===== config.mk =====
export PLATFORM = sky130hd
export DESIGN_NAME = nibble_add_seq_flat
export DESIGN_NICKNAME = d
export VERILOG_FILES = /design/src/rtl/nibble_add_seq_pkg.sv /design/src/rtl/nibble_add_seq_if.sv /design/src/rtl/nibble_add_seq_rca4_slice.sv /design/src/rtl/nibble_add_seq.sv /design/src/flat_wrapper.sv
export SDC_FILE = /design/constraint.sdc
export NUM_CORES = 1
export LEC_CHECK = 0
export CORE_ASPECT_RATIO = 0.8
export CORE_UTILIZATION = 45
export CTS_CLUSTER_DIAMETER = 200
export DETAILED_ROUTE_END_ITERATION = 12
export DONT_BUFFER_PORTS = 1
export GPL_TIMING_DRIVEN = 0
export SYNTH_ARGS = -nofsm -noshare
export SYNTH_HDL_FRONTEND = slang
export SYNTH_SLANG_ARGS = --single-unit
export TNS_END_PERCENT = 100

===== constraint.sdc =====
create_clock -name clk -period 3.2 [get_ports clk]
set_input_delay 0.96 -clock clk [delete_from_list [all_inputs] [get_ports clk]]
set_output_delay 0.96 -clock clk [all_outputs]
set_load 0.01 [all_outputs]

===== src/rtl/nibble_add_seq_pkg.sv =====
`default_nettype none
// ============================================================================
// Module  : nibble_add_seq_pkg
// Brief   : Shared state encoding, slice width and index sizing helper.
// Revision: 1.0
// ============================================================================
package nibble_add_seq_pkg;

    localparam int NIBBLE_W = 4;

    typedef enum logic [1:0] {
        ST_IDLE = 2'd0,
        ST_ADD  = 2'd1,
        ST_DONE = 2'd2
    } state_t;

    // Nibble index width; a single-nibble adder still needs a 1-bit counter.
    function automatic int idx_width(input int n);
        return (n > 1) ? $clog2(n) : 1;
    endfunction

endpackage : nibble_add_seq_pkg
`default_nettype wire


===== src/rtl/nibble_add_seq_if.sv =====
`default_nettype none
// ============================================================================
// Module  : nibble_add_seq_if
// Brief   : Start/done handshake bundle between requester, adder and consumer.
// Revision: 1.0
// ============================================================================
interface nibble_add_seq_if #(
    parameter int WIDTH = 16
) ();
    logic             start_valid;
    logic             start_ready;
    logic [WIDTH-1:0] a;
    logic [WIDTH-1:0] b;
    logic             cin;
    logic [WIDTH-1:0] sum;
    logic             cout;
    logic             ovf;
    logic             done_valid;
    logic             done_ready;
    logic             busy;

    modport master (
        output start_valid, a, b, cin, done_ready,
        input  start_ready, sum, cout, ovf, done_valid, busy
    );

    modport slave (
        input  start_valid, a, b, cin, done_ready,
        output start_ready, sum, cout, ovf, done_valid, busy
    );
endinterface : nibble_add_seq_if
`default_nettype wire


===== src/rtl/nibble_add_seq_rca4_slice.sv =====
`default_nettype none
// ============================================================================
// Module  : rca4_slice
// Brief   : Combinational 4-bit ripple-carry adder exposing every bit carry.
// Revision: 1.0
// ============================================================================
module rca4_slice
    import nibble_add_seq_pkg::*;
(
    input  logic [NIBBLE_W-1:0] a,
    input  logic [NIBBLE_W-1:0] b,
    input  logic                ci,
    output logic [NIBBLE_W-1:0] s,
    output logic [NIBBLE_W-1:0] c
);
    // c[i] is the carry out of bit i, so c[2] is the carry into the MSB.
    always_comb begin
        logic w_carry;
        s       = '0;
        c       = '0;
        w_carry = ci;
        for (int i = 0; i < NIBBLE_W; i++) begin
            s[i]    = a[i] ^ b[i] ^ w_carry;
            c[i]    = (a[i] & b[i]) | (w_carry & (a[i] ^ b[i]));
            w_carry = c[i];
        end
    end

endmodule : rca4_slice
`default_nettype wire


===== src/rtl/nibble_add_seq.sv =====
`default_nettype none
// ============================================================================
// Module  : nibble_add_seq
// Brief   : WIDTH-bit adder that steps one 4-bit slice across the operands,
//           least-significant nibble first, with valid/ready on both sides.
// Revision: 1.0
// ============================================================================
module nibble_add_seq
    import nibble_add_seq_pkg::*;
#(
    parameter int WIDTH = 16
) (
    input  logic             clk,
    input  logic             rst,
    nibble_add_seq_if.slave  bus
);
    localparam int N  = WIDTH / NIBBLE_W;
    localparam int IW = idx_width(N);
    localparam logic [IW-1:0] c_last_idx = IW'(N - 1);

    state_t           r_state;
    logic [IW-1:0]    r_idx;
    logic [WIDTH-1:0] r_a;
    logic [WIDTH-1:0] r_b;
    logic             r_carry;
    logic [WIDTH-1:0] r_sum;
    logic             r_cout;
    logic             r_ovf;
    logic             r_start_ready;
    logic             r_done_valid;
    logic             r_busy;

    logic [NIBBLE_W-1:0] w_s;
    logic [NIBBLE_W-1:0] w_c;
    logic                w_unused_carries;

    rca4_slice u_slice (
        .a  (r_a[NIBBLE_W-1:0]),
        .b  (r_b[NIBBLE_W-1:0]),
        .ci (r_carry),
        .s  (w_s),
        .c  (w_c)
    );

    assign w_unused_carries = &{1'b0, w_c[1:0]};

    always_ff @(posedge clk or posedge rst) begin
        if (rst) begin
            r_state       <= ST_IDLE;
            r_idx         <= '0;
            r_a           <= '0;
            r_b           <= '0;
            r_carry       <= 1'b0;
            r_sum         <= '0;
            r_cout        <= 1'b0;
            r_ovf         <= 1'b0;
            r_start_ready <= 1'b1;
            r_done_valid  <= 1'b0;
            r_busy        <= 1'b0;
        end else begin
            case (r_state)
                ST_IDLE: begin
                    if (bus.start_valid) begin
                        r_a           <= bus.a;
                        r_b           <= bus.b;
                        r_carry       <= bus.cin;
                        r_idx         <= '0;
                        r_sum         <= '0;
                        r_cout        <= 1'b0;
                        r_ovf         <= 1'b0;
                        r_start_ready <= 1'b0;
                        r_busy        <= 1'b1;
                        r_state       <= ST_ADD;
                    end
                end
                ST_ADD: begin
                    r_sum[NIBBLE_W*int'(r_idx) +: NIBBLE_W] <= w_s;
                    r_carry <= w_c[NIBBLE_W-1];
                    r_a     <= r_a >> NIBBLE_W;
                    r_b     <= r_b >> NIBBLE_W;
                    r_idx   <= r_idx + 1'b1;
                    if (r_idx == c_last_idx) begin
                        // Overflow compares carry into the sign bit with carry out of it.
                        r_cout       <= w_c[NIBBLE_W-1];
                        r_ovf        <= w_c[NIBBLE_W-2] ^ w_c[NIBBLE_W-1];
                        r_idx        <= '0;
                        r_done_valid <= 1'b1;
                        r_state      <= ST_DONE;
                    end
                end
                ST_DONE: begin
                    if (bus.done_ready) begin
                        r_done_valid  <= 1'b0;
                        r_busy        <= 1'b0;
                        r_start_ready <= 1'b1;
                        r_state       <= ST_IDLE;
                    end
                end
                default: begin
                    r_done_valid  <= 1'b0;
                    r_busy        <= 1'b0;
                    r_start_ready <= 1'b1;
                    r_state       <= ST_IDLE;
                end
            endcase
        end
    end

    assign bus.start_ready = r_start_ready;
    assign bus.done_valid  = r_done_valid;
    assign bus.busy        = r_busy;
    assign bus.sum         = r_sum;
    assign bus.cout        = r_cout;
    assign bus.ovf         = r_ovf;

endmodule : nibble_add_seq
`default_nettype wire

===== src/flat_wrapper.sv =====
// flat-port wrapper written by rule: the top's interface ports become plain ports
module nibble_add_seq_flat import nibble_add_seq_pkg::*;
#(
    parameter int WIDTH = 16
)
  (clk, rst, bus_start_valid, bus_a, bus_b, bus_cin, bus_done_ready, bus_start_ready, bus_sum, bus_cout, bus_ovf, bus_done_valid, bus_busy);
  nibble_add_seq_if #(.WIDTH(WIDTH)) bus_i ();
  input  logic clk;
  input  logic rst;
  input wire logic [$bits(bus_i.start_valid)-1:0] bus_start_valid;
  input wire logic [$bits(bus_i.a)-1:0] bus_a;
  input wire logic [$bits(bus_i.b)-1:0] bus_b;
  input wire logic [$bits(bus_i.cin)-1:0] bus_cin;
  input wire logic [$bits(bus_i.done_ready)-1:0] bus_done_ready;
  output wire logic [$bits(bus_i.start_ready)-1:0] bus_start_ready;
  output wire logic [$bits(bus_i.sum)-1:0] bus_sum;
  output wire logic [$bits(bus_i.cout)-1:0] bus_cout;
  output wire logic [$bits(bus_i.ovf)-1:0] bus_ovf;
  output wire logic [$bits(bus_i.done_valid)-1:0] bus_done_valid;
  output wire logic [$bits(bus_i.busy)-1:0] bus_busy;
  assign bus_i.start_valid = bus_start_valid;
  assign bus_i.a = bus_a;
  assign bus_i.b = bus_b;
  assign bus_i.cin = bus_cin;
  assign bus_i.done_ready = bus_done_ready;
  assign bus_start_ready = bus_i.start_ready;
  assign bus_sum = bus_i.sum;
  assign bus_cout = bus_i.cout;
  assign bus_ovf = bus_i.ovf;
  assign bus_done_valid = bus_i.done_valid;
  assign bus_busy = bus_i.busy;
  nibble_add_seq #(.WIDTH(WIDTH)) u_core (.clk(clk), .rst(rst), .bus(bus_i));
endmodule

# Word-level counts from Yosys, hierarchy flattened
# Index checks and enable logic that the tools add are counted.
# W data, S select, Z words.
[op_classes]
addsub = 2
reduce_logical = 7
bitwise_logic = 23
n_shift = 2
n_eq_ne = 6
mux = 28
[ops]
columns = ["op", "count"]
rows = [
  ["$pmux W16 S2", 3],
  ["$mux W16", 3],
  ["$neg A4 Y33", 1],
  ["$shift A4 B33 Y16 const A", 1],
  ["$shiftx A4 B33 Y16", 1],
  ["$bwmux W16", 1],
  ["$reduce_and A3 Y1", 4],
  ["$mux W2", 5],
  ["$pmux W1 S3", 3],
  ["$xor A1 B1 Y1", 9],
  ["$and A1 B1 Y1", 8],
  ["$mux W1", 8],
  ["$pmux W1 S2", 3],
  ["$pmux W2 S3", 1],
  ["$eq A2 B2 Y1 const B", 2],
  ["$ne A2 B2 Y1 const B", 2],
  ["$or A1 B1 Y1", 4],
  ["$pmux W2 S2", 1],
  ["$add A2 B1 Y2 const B", 1],
  ["$eq A2 B1 Y1 const B", 1],
  ["$logic_not A2 Y1", 1],
  ["$ne A2 B1 Y1 const B", 1],
  ["$not A1 Y1", 2],
  ["$reduce_and A2 Y1", 1],
  ["$reduce_bool A2 Y1", 1],
]
[word_totals]
inputBits = 37
reg_bits = 58
out_inout_bits = 21
wordCells = 79

# Depth between registers and ports, before layout
# Gate-level depths: netlist of run 1.
[depth]
word_depth = 12
ltp_mapped = 10
mapped_depth_nobuf = 10

# Hierarchy
# Synthesis of run 1 repeated with hierarchy kept, for this count alone.
[unflattened]
cells_unflattened = 244
hier_area_um2 = 2762.6
[modules_own_cells]
columns = ["mod", "seq_area_each_um2", "cells_each", "area_each_um2", "n_inst"]
rows = [
  ["nibble_add_seq", 1452.6, 240, 2682.6, 1],
  ["rca4_slice", 0.0, 4, 80.1, 1],
]

# Least setup slack after synthesis of run 1
# OpenSTA, ideal clock, no wires.
[synth_path]
kind = "register to register"
from = "register u_core.r_carry"
to = "register u_core.r_ovf, in the netlist u_core.bus.ovf"
setup_ps = 125
path_stages_with_launch = 11
t_arrival_ps = 2311
n_path_buf = 0
slack_ps = 764
required_ps = 3075
synth_period_minus_slack_ps = 2436
cell_sequence = "dfrtp_1 inv_1 fa_1 inv_1 fa_1 inv_1 fa_1 fa_1 xnor2_1 nor2_1 mux2_4"
[synth_between]
elab_chain_len = 11
[synth_lines]
columns = ["item", "line", "source"]
rows = [
  ["start: declaration", "nibble_add_seq.sv:25", "logic r_carry;"],
  ["start signal: assignment", "nibble_add_seq.sv:66", "r_carry <= bus.cin;"],
  ["start signal: assignment", "nibble_add_seq.sv:78", "r_carry <= w_c[NIBBLE_W-1];"],
  ["$and A1 B1 Y1 *", "nibble_add_seq_rca4_slice.sv:24", "c[i] = (a[i] & b[i]) | (w_carry & (a[i] ^ b[i]));"],
  ["$or A1 B1 Y1 *", "nibble_add_seq_rca4_slice.sv:24", ""],
  ["$and A1 B1 Y1 *", "nibble_add_seq_rca4_slice.sv:24", ""],
  ["$or A1 B1 Y1 *", "nibble_add_seq_rca4_slice.sv:24", ""],
  ["$and A1 B1 Y1 *", "nibble_add_seq_rca4_slice.sv:24", ""],
  ["$or A1 B1 Y1 *", "nibble_add_seq_rca4_slice.sv:24", ""],
  ["$and A1 B1 Y1", "nibble_add_seq_rca4_slice.sv:24", ""],
  ["$or A1 B1 Y1", "nibble_add_seq_rca4_slice.sv:24", ""],
  ["$xor A1 B1 Y1 *", "nibble_add_seq.sv:85", "r_ovf <= w_c[NIBBLE_W-2] ^ w_c[NIBBLE_W-1];"],
  ["$mux W1 *", "nibble_add_seq.sv:82", "if (r_idx == c_last_idx) begin"],
  ["$pmux W1 S2 *", "nibble_add_seq.sv:61", "case (r_state)"],
  ["end signal: assignment", "nibble_add_seq.sv:85", ""],
  ["end: declaration", "nibble_add_seq.sv:28", "logic r_ovf;"],
]
# Every way passes the cells marked *; elsewhere a longest branch is shown, timed or not. The select of a mux whose other input is x is not followed.
# A chain may end at the register's enable or synchronous reset.

# Worst setup path after layout of run 1
# Ends and elaborated chain as after synthesis.

==> results by group, run 1 <==
Synthesis
  – Number of distinct library cells after synthesis: 32
  – Post-Synthesis Net Count: 306
  – Main synth FF type: dfrtp_1
  – Syn. warnings: 0
  – Share of the synthesized area in the top cell type: 53.42%
  – Register area share after synthesis: 54.40%
  – Cells after Synth: 261
  – Count leader, synth: dfrtp_1
  – Largest cells by area after synthesis: dfrtp_1 (53%), a22oi_1 (6.7%), nand2_1 (5.1%), o21ai_1 (3.7%), inv_1 (3.7%)
  – #FFs+latches synth: 58
  – Yosys top cell by area: dfrtp_1
  – Mapped Area: 2670 um^2
  – Syn Area/Cell: 10.23 um^2
  – Top cells by count, synth: dfrtp_1 (57), nand2_1 (36), inv_1 (26)
  – Number of synthesized flops with an enable pin: 0
  – Asr flop ratio synth: 100.0%

Setup path
  – Crit path max fanout: 3
  – Setup CP Type: register to register
  – Critical Path Max Stage Delay: 450 ps
  – CP endpoint kind: register
  – CP required: 3440 ps
  – Slowest-stage cell, CP: fa_1
  – Worst-path cell chain: inv_1, fa_1, inv_1, fa_1, inv_1, fa_1, fa_1, xnor2_1, nor2_1, mux2_4
  – CP arrival: 2820 ps
  – Delay-heaviest family, CP: adder cells
  – Sum of buffers and inverters on the critical path: 3
  – Most used cell, CP: fa_1
  – CP Launch Type: register

Timing
  – Setup slack after layout: 612.1 ps
  – Setup TNS: 0 ps
  – Fin. Hold Viols: 0
  – Final Max Tran Viols: 0
  – Post-Route Skew: 13.63 ps
  – Hold_ws: 481.5 ps
  – Relative slew slack: 62.68%
  – Fin crit share: 80.87%
  – RSZ-0062 raised after global routing: no
  – Min Tclk post-route: 2588 ps
  – Actual slew at the worst max-slew pin: 558.9 ps
  – Highest Clock Rate: 0.3864 GHz
  – Setup-failing EPs final: 0

GRT
  – Global-route wire length before repair: 10.27 mm
  – GRT Overall Usage: 22.66%
  – Initial antenna violation count: 0
  – Vias in the first global route: 2004
  – Global route overflow: 0
  – Largest net degree at the start of global routing: 34

Floorplan
  – DIE AREA: 6247 um^2
  – Core box area: 5585 um^2
  – Die Span Y: 70.90 um
  – Initial Util: 47.80%
  – Num rows: 24
  – Die W: 88.12 um
  – I/O pin count: 58

Detailed routing
  – Final ANT Viol Nets: 0
  – Vias per std cell: 5.573
  – Routed vias: 1984
  – DRT Wirelength: 6.130 mm
  – DR pass1 iterations: 5
  – DRC violations left: 0
  – WL/cell: 17.22 um
  – DR iter-0 viols: 148

Pwr
  – Pwr Density: 1020 nW/um^2
  – Leakage: 1.329 nW
  – Maximum VDD drop: 0.4223 mV
  – Total power: 3.052 mW

Finish
  – N_diodes: 0
  – # fillers: 556
  – Cell Count, Final, Fillers Out: 356
  – Synthesis-to-layout area growth: 12.09%
  – Share of cells above drive strength 1: 12.23%
  – Final net count: 318

Clock network
  – Clk buf depth: 2
  – Cts bufs inserted: 9
  – CTS H-Tree Depth: 3
  – CTS tree: yes
  – Clk_lat worst skew: 340 ps
  – Root buf cell: clkbuf_8
  – Post-CTS sizing: 0
  – Hold Buf Count CTS: 0
  – CTS Sinks: 58
  – Post-CTS Setup Bufs: 0
  – Clock Pin Slew Worst Setup and Hold Paths: 70 ps

Placement
  – Routability cong.: 0.7492
  – Buffers on Ports: 0
  – Hpwl dp: 4.306 mm
  – Worst slack, placed: 616.5 ps
  – Total placed cells including tap cells: 340

Status
  – Status: complete, no violations

Worst hold path
  – Hold Path Class: register to register

Job
  – Number of max-cap violations: 0
## routing by layer
layer	vias to the layer above	track usage, %	routed length (um)
li1	931	-	-
met1	978	32.13	2972
met2	69	31.18	2595
met3	6	10.27	493
met4	0	6.810	68
met5	-	0	0
## cells by family (layout without fill, tap and decap cells)
logic type               count (synthesis)  in the layout  share of synthesized area (%)
AO/OA/AOI/OAI                           92             92                          21.74
XOR/XNOR                                 1              1                         0.3281
adder cells (fa/ha/maj)                  8              8                          4.874
buffers and inverters                   40             57                          6.794
flip-flops                              58             58                          54.41
multiplexers                             2              2                          1.125
AND/OR/NAND/NOR                         60             60                          10.73
## state kept, by name, summed over array words and instances (netlist names)
register                count
u_core.bus.start_ready      1
u_core.r_state              2
u_core.bus.sum             16
u_core.bus.busy             1
u_core.bus.done_valid       1
u_core.bus.cout             1
u_core.r_carry              1
u_core.r_idx                2
u_core.r_a                 16
u_core.bus.ovf              1
u_core.r_b                 16
## final timing paths
path                                start                      to  slack [ps]  cells after the start
setup / recovery           u_core.r_carry          u_core.bus.ovf         610                     10
hold / removal              u_core.r_b[3]           u_core.r_b[3]         480                      2
setup reg to reg           u_core.r_carry          u_core.bus.ovf         610                     10
hold reg to reg             u_core.r_b[3]           u_core.r_b[3]         480                      2
max in group asynchronous             rst  u_core.bus.start_ready        2000                      2
min in group asynchronous             rst          u_core.r_carry         550                      1
## power by group
group | switching [mW] | internal (mW)
clock network | 0.300 | 0.401
registers | 0.218 | 0.996
logic | 0.682 | 0.454
total | 1.20 | 1.85
## stage by stage
step	util [%]	cell area [um^2]
after floorplan	-	2670
after global placement	49.55	2768
after detailed placement	49.91	2788
after CTS	53.58	2993
after global routing	53.58	2993
final	53.58	2993
## cell type report
type                    count  area, um^2  share of cell area (%)
plain buffers              14       83.83                   2.801
repair buffers              1       20.02                  0.6689
clock buffers              12       155.1                   5.184
multi-input cells         163        1036                   34.62
inverters                  26       97.59                   3.261
well taps                  78       97.59                   3.261
flip-flops and latches     58        1453                   48.54
clock inverters             4       50.05                   1.672
## cell usage in the layout (no fill, tap or decap), types with 4 or more instances in the layout
master     instances
o22ai_1           12
clkbuf_1           4
inv_1             25
buf_2              7
clkbuf_8          11
nor2b_1            4
nor2_1             6
ha_1               4
a22oi_1           24
fa_1               4
a22o_1             5
o21ai_0           12
o2bb2ai_1          4
a21oi_1           11
and2b_1            5
o21ai_1           20
nand2_1           36
dfrtp_1           57
## worst min-delay path, stage by stage, from the launching register on
cell and delay [ps]:
dfrtp_1 340, nand2_1 50, o21ai_0 60
Note: power is estimated with default switching activity, not from simulation.
==> inputs of run 2 (changes only) <==
clock period = 2.4 ns   (was 3.2 ns; I/O delays follow)
==> results by group, run 2 (synthesis results as in run 1) <==
Status
  – Status: complete, no violations

Floorplan
  – Num rows: 24
  – Initial Util: 47.80%
  – DIE AREA: 6247 um^2
  – Die Span Y: 70.90 um
  – I/O pin count: 58
  – Die W: 88.12 um
  – Core box area: 5585 um^2

Detailed routing
  – DRC violations left: 0
  – Vias per std cell: 5.546
  – DR iter-0 viols: 144
  – Final ANT Viol Nets: 0
  – Routed vias: 2002
  – WL/cell: 17.51 um
  – DR pass1 iterations: 5
  – DRT Wirelength: 6.321 mm

Timing
  – Setup TNS: 0 ps
  – Highest Clock Rate: 0.4236 GHz
  – Relative slew slack: 63.12%
  – Final Max Tran Viols: 0
  – Post-Route Skew: 8.926 ps
  – Fin crit share: 98.36%
  – Setup-failing EPs final: 0
  – Fin. Hold Viols: 0
  – Min Tclk post-route: 2361 ps
  – Actual slew at the worst max-slew pin: 552.4 ps
  – RSZ-0062 raised after global routing: yes

Placement
  – Hpwl dp: 4.332 mm
  – Routability cong.: 0.7553
  – Buffers on Ports: 0
  – Total placed cells including tap cells: 340

Job
  – Number of max-cap violations: 0

Pwr
  – Leakage: 1.374 nW
  – Maximum VDD drop: 0.6475 mV
  – Pwr Density: 1400 nW/um^2

Clock network
  – CTS H-Tree Depth: 3
  – Clk_lat worst skew: 340 ps
  – Hold Buf Count CTS: 0
  – Cts bufs inserted: 9
  – Clk buf depth: 2
  – Clock Pin Slew Worst Setup and Hold Paths: 70 ps
  – CTS tree: yes
  – Root buf cell: clkbuf_8
  – CTS Sinks: 58

Finish
  – Storage cell area: 1453 um^2
  – Most used cells in the layout excluding fill and tap cells: dfrtp_1 (57), nand2_1 (36), a22oi_1 (24)
  – Area of the multi-input gates: 1054 um^2
  – Cell Count, Final, Fillers Out: 361
  – # fillers: 533
  – N_diodes: 0
  – Final net count: 323
  – Most common cell after layout, fill and taps aside: dfrtp_1
  – Share of cells above drive strength 1: 16.96%
  – Synthesis-to-layout area growth: 15.37%

GRT
  – Largest net degree at the start of global routing: 35
  – Vias in the first global route: 1985
  – GRT Overall Usage: 22.61%
  – Global route overflow: 0
  – Initial antenna violation count: 0
  – Global-route wire length before repair: 10.25 mm

Setup path
  – Crit path from: u_core.r_carry
  – CP required: 2620 ps
  – CP Launch Type: register
  – Crit path max fanout: 2
  – CP endpoint kind: register
  – FF-to-FF setup slack: 40 ps
  – Setup CP Type: register to register
  – Reg2reg start: u_core.r_carry
  – CP arrival: 2580 ps

Worst hold path
  – Hold Path Class: input pin to async pin
## run 2: critical path, cell delays in order, from the launching register on
cell and delay (ps):
dfrtp_1 360, inv_2 50, fa_2 370, inv_2 60, fa_2 180, inv_2 30
fa_2 350, fa_2 380, xnor2_2 130, nor2_1 60, mux2_4 260
## run 2: metal layers
metal | part of all wire [%] | GRT usage (%)
met2 | 43 | 31.01
met1 | 47 | 32.24
met3 | 9.0 | 8.751
met5 | 0 | 0
met4 | 1.0 | 8.781
## run 2: what timing repair did
| action | CTS | global route |
|---|---|---|
| gates cloned | 0 | 0 |
| buffers inserted | 2 | 3 |
| endpoints found under the setup margin | 1 | 3 |
| resized for setup | 6 | 1 |
| pin swaps | 4 | 2 |
## run 2: final timing paths
kind	end	depth (start not counted)
max	u_core.bus.ovf	10
min	u_core.r_a[6]	1
max reg2reg	u_core.bus.ovf	10
min reg2reg	u_core.r_a[11]	2
max in group asynchronous	u_core.bus.start_ready	2
min in group clk	u_core.r_a[11]	2
## run 2: metrics by stage
step                total power [mW]  setup WS, ps  area (um^2)  hold slack (ps)  utilization [%]
finish                         4.314         39.43         3080            306.5            55.15
CTS                            4.305        -36.33         3050            308.9            54.61
global route                   4.624        -34.53         3080            340.8            55.15
detailed placement             3.190        -87.97         2790            473.0            49.96
global placement               3.141        -437.8         2770            463.1            49.60
floorplan                      2.742         22.29         2673            449.8                -
## run 2: cell type report
class	count	share of cell area, %
Inverter	26	3.168
Multi-Input combinational cell	163	34.20
Sequential cell	58	47.16
Buffer	14	2.721
Clock buffer	12	5.361
Tap cell	78	3.168
Timing Repair Buffer	6	1.868
Clock inverter	4	2.356
## run 2: where the power goes
group	switching (mW)	internal (mW)
clock	0.384	0.668
combinational	0.957	0.683
sequential	0.294	1.33
total	1.64	2.68
==> inputs of run 3 (changes only) <==
SYNTH_HIERARCHICAL = 1   (was default)
==> results by group, run 3 <==
Pwr
  – Switching power: 1.839 mW
  – Clk pwr share: 18.9%
  – Pwr Density: 1479 nW/um^2
  – Sequential Power Share: 37.7%
  – Leakage: 1.432 nW
  – Combinational Power Share: 43.5%
  – Internal power: 2.763 mW
  – Maximum VDD drop: 0.5110 mV
  – Switching fraction of total power: 39.96%

Timing
  – Hold_ws: 372.5 ps
  – RSZ-0062 raised after global routing: yes
  – Post-Route Skew: 5.828 ps
  – Setup-failing EPs final: 1
  – Relative slew slack: 54.84%
  – Actual slew at the worst max-slew pin: 676.4 ps
  – Setup slack after layout: -6.948 ps
  – Min Tclk post-route: 2407 ps
  – Fin crit share: 100.3%
  – Fin. Hold Viols: 0
  – Setup TNS: -6.948 ps
  – Final Max Tran Viols: 0
  – Highest Clock Rate: 0.4155 GHz

Synthesis
  – Register area share after synthesis: 52.58%
  – Number of synthesized flops with an enable pin: 0
  – Mapped Area: 2763 um^2
  – Main synth FF type: dfrtp_1
  – Cells after Synth: 244
  – Asr flop ratio synth: 100.0%
  – Post-Synthesis Net Count: 291
  – Number of distinct library cells after synthesis: 31
  – Yosys top cell by area: dfrtp_1
  – Syn Area/Cell: 11.32 um^2
  – Share of the synthesized area in the top cell type: 51.63%
  – Count leader, synth: dfrtp_1
  – #FFs+latches synth: 58
  – Syn. warnings: 6
  – Largest cells by area after synthesis: dfrtp_1 (52%), a22o_1 (7.3%), mux2i_1 (7.2%), nand2_1 (5.3%), o21ai_0 (4.2%)
  – Top cells by count, synth: dfrtp_1 (57), nand2_1 (39), a22o_1 (23), o21ai_0 (23), mux2i_1 (20)

Floorplan
  – Die Span Y: 72.08 um
  – Core box area: 5912 um^2
  – Num rows: 25
  – Die W: 89.60 um
  – Initial Util: 46.73%
  – DIE AREA: 6458 um^2
  – I/O pin count: 58

GRT
  – Met2 Use GR: 30.39%
  – GRT Overall Usage: 21.57%
  – Global-route wire length before repair: 10.05 mm
  – Most Used Layer, Global Route: met2
  – Met3 usage: 9.443%
  – Vias in the first global route: 1943
  – Global route overflow: 0
  – Largest net degree at the start of global routing: 32
  – Grt met1 use: 30.32%
  – Initial antenna violation count: 0

Worst hold path
  – Hold Path Class: input pin to async pin

Setup path
  – CP required: 2620 ps
  – Worst-path cell chain: fa_2, fa_2, fa_2, fa_2, a22o_1, a22o_1
  – Crit path max fanout: 3
  – FF-to-FF path depth: 6
  – Most used cell, CP: fa_2
  – CP Launch Type: register
  – CP endpoint kind: register
  – Slowest-stage cell, CP: dfrtp_1
  – Setup CP Type: register to register
  – CP arrival: 2620 ps
  – Critical Path Max Stage Delay: 400 ps

Detailed routing
  – Final ANT Viol Nets: 0
  – DRC violations left: 0
  – WL/cell: 17.55 um
  – DR pass1 iterations: 4
  – Vias per std cell: 5.398
  – DRT Wirelength: 6.037 mm
  – DR iter-0 viols: 107
  – Routed vias: 1857

Clock network
  – Clk buf depth: 2
  – Root buf cell: clkbuf_8
  – Cts bufs inserted: 9
  – CTS tree: yes
  – CTS H-Tree Depth: 3
  – Clock Pin Slew Worst Setup and Hold Paths: 60 ps
  – Clk_lat worst skew: 330 ps
  – CTS Sinks: 58
  – Hold Buf Count CTS: 0

Status
  – Status: finished, violations left
  – Violated checks: negative setup slack

Finish
  – Share of cells above drive strength 1: 16.35%
  – Most common cell after layout, fill and taps aside: dfrtp_1
  – Fin util: 52.63%
  – Final net count: 305
  – N_diodes: 0
  – Most used cells in the layout excluding fill and tap cells: dfrtp_1 (56), nand2_1 (39), a22o_1 (23), o21ai_0 (23), mux2i_1 (20)
  – Synthesis-to-layout area growth: 12.64%

Placement
  – Routability cong.: 0.7236
  – Worst slack, placed: -100.9 ps
  – Buffers on Ports: 0
  – Hpwl dp: 4.392 mm

Job
  – Number of max-cap violations: 0
==> run 3: kinds of logic (layout without fill, tap and decap cells) <==
kind of cell             Yosys count  in the layout  share of synthesized area [%]
buffers and inverters             21             40                          4.302
AO/OA/AOI/OAI                     75             75                          18.16
flip-flops                        58             58                          52.58
adder cells (fa/ha/maj)           10             10                          5.616
XOR/XNOR                           1              1                         0.3171
AND/OR/NAND/NOR                   59             59                          11.77
multiplexers                      20             20                          7.246
==> run 3: metrics by stage <==
step / power, mW / area [um^2] / instances
after floorplan: 3.169 / 2768 / 244
after global placement: 3.666 / 2869 / 325
after detailed placement: 3.701 / 2889 / 326
after CTS: 4.635 / 3103 / 343
after global routing: 4.955 / 3112 / 344
final: 4.602 / 3112 / 344
==> run 3: critical path: cells and delay by family (launching register included) <==
family,cells,cell delay (ps)
fa+ha+maj,4,1500
flops,1,400
compound gates,2,390
==> run 3: worst paths after layout <==
kind	from	endpoint	slack, ps
worst max-delay path	u_core/r_b[0]	u_core/bus.cout	-7
worst min-delay path	rst	u_core/bus.sum[4]	370
worst max register to register	u_core/r_b[0]	u_core/bus.cout	-7
worst min register to register	u_core/r_a[4]	u_core/r_a[4]	480
max in group asynchronous	rst	u_core/bus.start_ready	1370
min in group clk	u_core/r_a[4]	u_core/r_a[4]	480
==> run 3: routing by layer <==
metal  share of wire (%)  vias to the layer above
met3                 7.3                        6
li1                    -                      890
met1                  48                      911
met2                  44                       50
met4                0.76                        0
met5                   0                        -
==> run 3: area by class of cell <==
type                    count  area (um^2)
repair buffers              3        35.03
flip-flops and latches     58         1454
multi-input cells         165         1201
fillers                   527         2800
well taps                  81        101.3
inverters                   8        30.03
plain buffers              13        88.84
clock buffers              15        196.4
clock inverters             1        5.005
==> run 3: power groups by stage <==
stage | logic, mW | registers (mW) | clock network [mW]
floorplan | 1.51 | 1.66 | 0
global placement | 1.93 | 1.74 | 0
detailed placement | 1.95 | 1.75 | 0
CTS | 2.01 | 1.73 | 0.895
global route | 2.22 | 1.79 | 0.941
finish | 2.00 | 1.73 | 0.868
==> run 3: timing repair <==
item / 4_1_cts / 5_1_grt
setup endpoints to repair: 6 / 7
resized for setup: 2 / 1
buffers inserted: 1 / 1
pin swaps: 6 / 3
